==> config.mk <==
export PLATFORM = sky130hd
export DESIGN_NAME = audio_sample_buffer
export DESIGN_NICKNAME = d
export VERILOG_FILES = /design/src/rtl/audio_sample_buffer.sv
export SDC_FILE = /design/constraint.sdc
export NUM_CORES = 1
export LEC_CHECK = 0
export ABC_AREA = 1
export BUFFER_PORTS_ARGS = -buffer_cell sky130_fd_sc_hd__buf_4
export CORE_ASPECT_RATIO = 0.75
export CORE_MARGIN = 4
export CORE_UTILIZATION = 40
export CTS_BUF_LIST = sky130_fd_sc_hd__clkbuf_8
export DETAILED_ROUTE_END_ITERATION = 8
export GPL_ROUTABILITY_DRIVEN = 0
export SLEW_MARGIN = 15
export SYNTH_ARGS = -nofsm -noshare
export SYNTH_HDL_FRONTEND = slang
export SYNTH_SLANG_ARGS = --single-unit
==> constraint.sdc <==
create_clock -name clk_sys -period 5.7 [get_ports clk_sys]
set_input_delay 1.14 -clock clk_sys [delete_from_list [all_inputs] [get_ports clk_sys]]
set_output_delay 1.14 -clock clk_sys [all_outputs]
set_load 0.03 [all_outputs]
==> src/rtl/audio_sample_buffer.sv <==
// audio_sample_buffer: multi-channel PCM frame FIFO. Frames are captured on a data change or a strobe,
// one frame is released per tick, the last frame is held on underflow, and overflow/underflow are sticky.
module audio_sample_buffer #(
  parameter int DATA_W        = 16,
  parameter int CHANNELS      = 2,
  parameter int DEPTH         = 8,
  parameter int CHANGE_DETECT = 1
) (
  input  logic                         clk_sys,
  input  logic                         reset,
  input  logic [CHANNELS*DATA_W-1:0]   in_data,
  input  logic                         in_valid,
  input  logic                         out_tick,
  output logic [CHANNELS*DATA_W-1:0]   out_data,
  output logic                         out_valid,
  output logic [$clog2(DEPTH):0]       level,
  output logic                         overflow,
  output logic                         underflow,
  input  logic                         clear_flags
);
  localparam int FW = CHANNELS * DATA_W;
  localparam int AW = $clog2(DEPTH);
  localparam logic [AW:0] FULL_LVL = (AW+1)'(DEPTH);
  logic [FW-1:0] r_mem [DEPTH];
  logic [FW-1:0] r_prev, r_rd_q, r_out;
  logic [AW-1:0] r_wr_ptr, r_rd_ptr;
  logic [AW:0]   r_level;
  logic          r_pend, r_out_valid, r_ovf, r_unf;
  logic          w_wr_ev, w_full, w_empty, w_pop, w_wr;
  assign w_wr_ev = (CHANGE_DETECT != 0) ? (in_data != r_prev) : in_valid;
  assign w_full  = r_level == FULL_LVL;
  assign w_empty = r_level == '0;
  assign w_pop   = out_tick && !w_empty;
  // A full FIFO still accepts a write when a pop frees a slot on the same edge.
  assign w_wr    = w_wr_ev && (!w_full || w_pop);
  always_ff @(posedge clk_sys or posedge reset) begin
    if (reset) begin
      r_prev      <= '0;
      r_wr_ptr    <= '0;
      r_rd_ptr    <= '0;
      r_level     <= '0;
      r_pend      <= 1'b0;
      r_out_valid <= 1'b0;
      r_out       <= '0;
      r_ovf       <= 1'b0;
      r_unf       <= 1'b0;
    end else begin
      r_prev      <= in_data;
      r_wr_ptr    <= w_wr ? r_wr_ptr + 1'b1 : r_wr_ptr;
      r_rd_ptr    <= w_pop ? r_rd_ptr + 1'b1 : r_rd_ptr;
      r_level     <= r_level + (AW+1)'(w_wr) - (AW+1)'(w_pop);
      r_pend      <= w_pop;
      r_out_valid <= r_pend;
      r_out       <= r_pend ? r_rd_q : r_out;
      r_ovf       <= (w_wr_ev && w_full && !w_pop) ? 1'b1 : clear_flags ? 1'b0 : r_ovf;
      r_unf       <= (out_tick && w_empty) ? 1'b1 : clear_flags ? 1'b0 : r_unf;
    end
  end
  // Storage and its read register carry no reset so the array maps onto block RAM.
  always_ff @(posedge clk_sys) begin
    if (w_wr) r_mem[r_wr_ptr] <= in_data;
    if (w_pop) r_rd_q <= r_mem[r_rd_ptr];
  end
  assign out_data  = r_out;
  assign out_valid = r_out_valid;
  assign level     = r_level;
  assign overflow  = r_ovf;
  assign underflow = r_unf;
endmodule

==> impl_metrics.csv <==
group,metric,value,unit
cts,cts_resized,0,
pwr,seqPwrFrac,0.464,
global_route,grt_pass1_vias,8024,
pwr,ir_worst_vdd,0.256,mV
logic_synthesis,synth_area_leaders,"edfxtp_1 62%, dfrtp_1 14%, nor2_1 6.5%, o21ai_0 4.2%, mux2_2 2.4%",
timing,max_freq,316,MHz
pwr,pwr-share-clk,0.229,
run,max-cap-violations,0,
die,die_h,170,um
logic_synthesis,synth_nets,1085,
min_path,hold_class,"reg -> reg",
global_route,grt_remaining_overflow,0,
placement,io_buffers,74,
routing,wl_per_cell,18.1,um
global_route,track_usage,0.156,
worst_setup_path,rr_startpoint,"r_prev[29]",
timing,fin_crit,3170,ps
pwr,netSwitchingPower,3.16,mW
cts,cts.clk_slew.worst_paths,60,ps
die,row_count,59,
cts,cts-root-buf,"clkbuf_8",
min_path,hold_start,"r_rd_q[4]",
timing,period_share,0.556,
global_route,top_usage_layer,"met2",
worst_setup_path,critical_path_class,"in -> reg",
worst_setup_path,required,6180,ps
die,core_area,34700,um2
logic_synthesis,synthArstFlopShare,0.213,
die,pin_count,76,
worst_setup_path,arrival,3640,ps
routing,detail_route.vias_per_cell,4.95,
logic_synthesis,ys_seq_area_frac,0.755,
logic_synthesis,ys_warn_count,0,
global_route,grt_pass1_wl,46.8,mm
final_layout,n_antenna_cell,0,
global_route,antenna_found_initial,0,
logic_synthesis,yosysMostFrequentCell,"edfxtp_1",
pwr,p_leak,5.93,nW
global_route,use_met3,0.0298,
routing,routed_wl,29.7,mm
pwr,power.total,8.91,mW
logic_synthesis,syn_inst,1039,
global_route,use_met2,0.251,
timing,skew,24.8,ps
die,start_util,0.405,
timing,fin_hold_ws,467,ps
final_layout,finalNetCount,1181,
die,dieArea,38200,um2
timing,grt_setup_unrepaired,"false",
cts,cts_max_path_buffers,3,
routing,postRouteAntennaNets,0,
die,die_w,224,um
worst_setup_path,cp-start-kind,"input port",
logic_synthesis,synth_top_area_frac,0.616,
routing,drt_first_iter_violations,655,
logic_synthesis,synth_top_cell_by_area,"edfxtp_1",
cts,cts_tree,"yes",
pwr,p_int,5.75,mW
cts,cts_setup_buffers,0,
routing,dr.pass1.iters,6,
final_layout,area_growth_syn_to_layout,14.8,%
routing,vias,8111,
timing,relSlewSlack,0.350,
logic_synthesis,synth_cell_types,26,
logic_synthesis,syn-cell-area,14000,um2
timing,tightest_slew,972,ps
cts,hold_buffers,0,
final_layout,layout-drive-gt1-share,0.178,
logic_synthesis,ys_ff_latch,366,
cts,cts_sinks,366,
cts,cts_made_buffers,57,
pwr,pwr-share-comb,0.307,
outcome,outcome,"completed",
worst_setup_path,crit_fanout,11,
final_layout,seq_area,10600,um2
pwr,swShare,0.354,
logic_synthesis,yosys-top-cells-count,"288 x edfxtp_1, 244 x nor2_1, 118 x o21ai_0",
timing,finalSetupTns,0,ps
placement,detailedPlace.worstSlack,1880,ps
final_layout,fillers,3163,
logic_synthesis,synth_edf_count,288,
worst_setup_path,crit_path_end_kind,"flip-flop",
logic_synthesis,avgSynthCellArea,13.5,um2
final_layout,multi_input_area,3070,um2
cts,clkLatencyLatePin,590,ps
pwr,power.density,552,nW/um2
global_route,grt_max_degree,69,
placement,place_hpwl,15.5,mm
timing,hold_viol_final,0,
worst_setup_path,startpoint,"in_data[28]",
routing,route.detailed.drc,0,
timing,setup_violations,0,
timing,slew_viol_final,0,
cts,cts_max_level,2,
logic_synthesis,synth_ff_type,"edfxtp_1",
timing,setup_slack,2530,ps
global_route,gr-usage-met1,0.223,
## layer usage
layer,vias to the layer above,share of wire
met5,-,0
met4,0,0.013
met3,38,0.051
met2,182,0.47
met1,3994,0.47
li1,3897,-
## kinds of logic after synthesis
| kind of cell | Yosys count | synth area share |
|---|---|---|
| flip-flops | 366 | 0.755 |
| AND/OR/NAND/NOR | 317 | 0.0857 |
| AO/OA/AOI/OAI | 197 | 0.0763 |
| buffers and inverters | 90 | 0.0318 |
| multiplexers | 32 | 0.0256 |
| XOR/XNOR | 28 | 0.0175 |
| adder cells (fa/ha/maj) | 9 | 0.00855 |
## worst paths after layout
check	endpoint	slack, ps	depth (start not counted)
hold / removal	out_data[4]	470	1
setup / recovery	level[2]	2530	16
max in group asynchronous	r_rd_ptr[0]	3950	3
hold reg to reg	out_data[4]	470	1
setup reg to reg	level[2]	2860	13
min in group asynchronous	r_prev[12]	580	2
## power by group through the flow
| stage | Clock (mW) | Combinational, mW | Sequential, mW |
|---|---|---|---|
| after floorplan | 0 | 1.70 | 4.34 |
| after global placement | 0 | 2.75 | 4.18 |
| after detailed placement | 0 | 2.78 | 4.20 |
| after CTS | 2.10 | 2.79 | 4.15 |
| after global routing | 2.23 | 3.06 | 4.22 |
| final | 2.04 | 2.74 | 4.14 |
## state kept, by name (all words and copies together), names as in the netlist
signal     flops
level          4
out_valid      1
r_mem        256
r_rd_q        32
r_prev        32
r_wr_ptr       3
underflow      1
r_pend         1
out_data      32
overflow       1
r_rd_ptr       3
## placed cells by master, fill, tap and decap left out, drive strengths merged
master	netlist	routed
nand3	9	9
o22ai	32	32
inv	36	62
ha	8	8
nand2	64	64
nor2	244	244
bufinv	0	1
dfrtp	78	78
clkinvlp	0	1
edfxtp	288	288
o21ai	131	131
a31oi	32	32
a21boi	1	1
a21oi	1	1
mux2	32	32
clkbuf	20	62
xnor2	25	25
buf	34	91
clkinv	0	17
xor2	3	3
fa	1	1
## critical path: stages
cell,delay [ps]
buf_4,150
inv_1,60
nand2_1,40
nand2_1,50
nand2_1,50
nor2_1,130
nand2_1,140
nor2_1,280
nand2_1,190
nand2_2,310
ha_1,300
inv_1,50
ha_1,150
inv_1,60
fa_1,400
xnor2_1,130
## final cells by class
| cell class | count | area share |
|---|---|---|
| inverters | 36 | 0.00853 |
| flip-flops and latches | 366 | 0.657 |
| well taps | 457 | 0.0354 |
| multi-input cells | 583 | 0.190 |
| clock buffers | 62 | 0.0529 |
| clock inverters | 45 | 0.0132 |
| repair buffers | 91 | 0.0423 |
## stage by stage
stage	cell area, um2	utilization	cells
2_1_floorplan	14000	-	1039
3_3_place_gp	15100	0.434	1533
3_5_place_dp	15100	0.434	1533
4_1_cts	16100	0.465	1640
5_1_grt	16100	0.465	1640
6_report	16100	0.465	1640
Note: power is estimated with default switching activity, not from simulation.
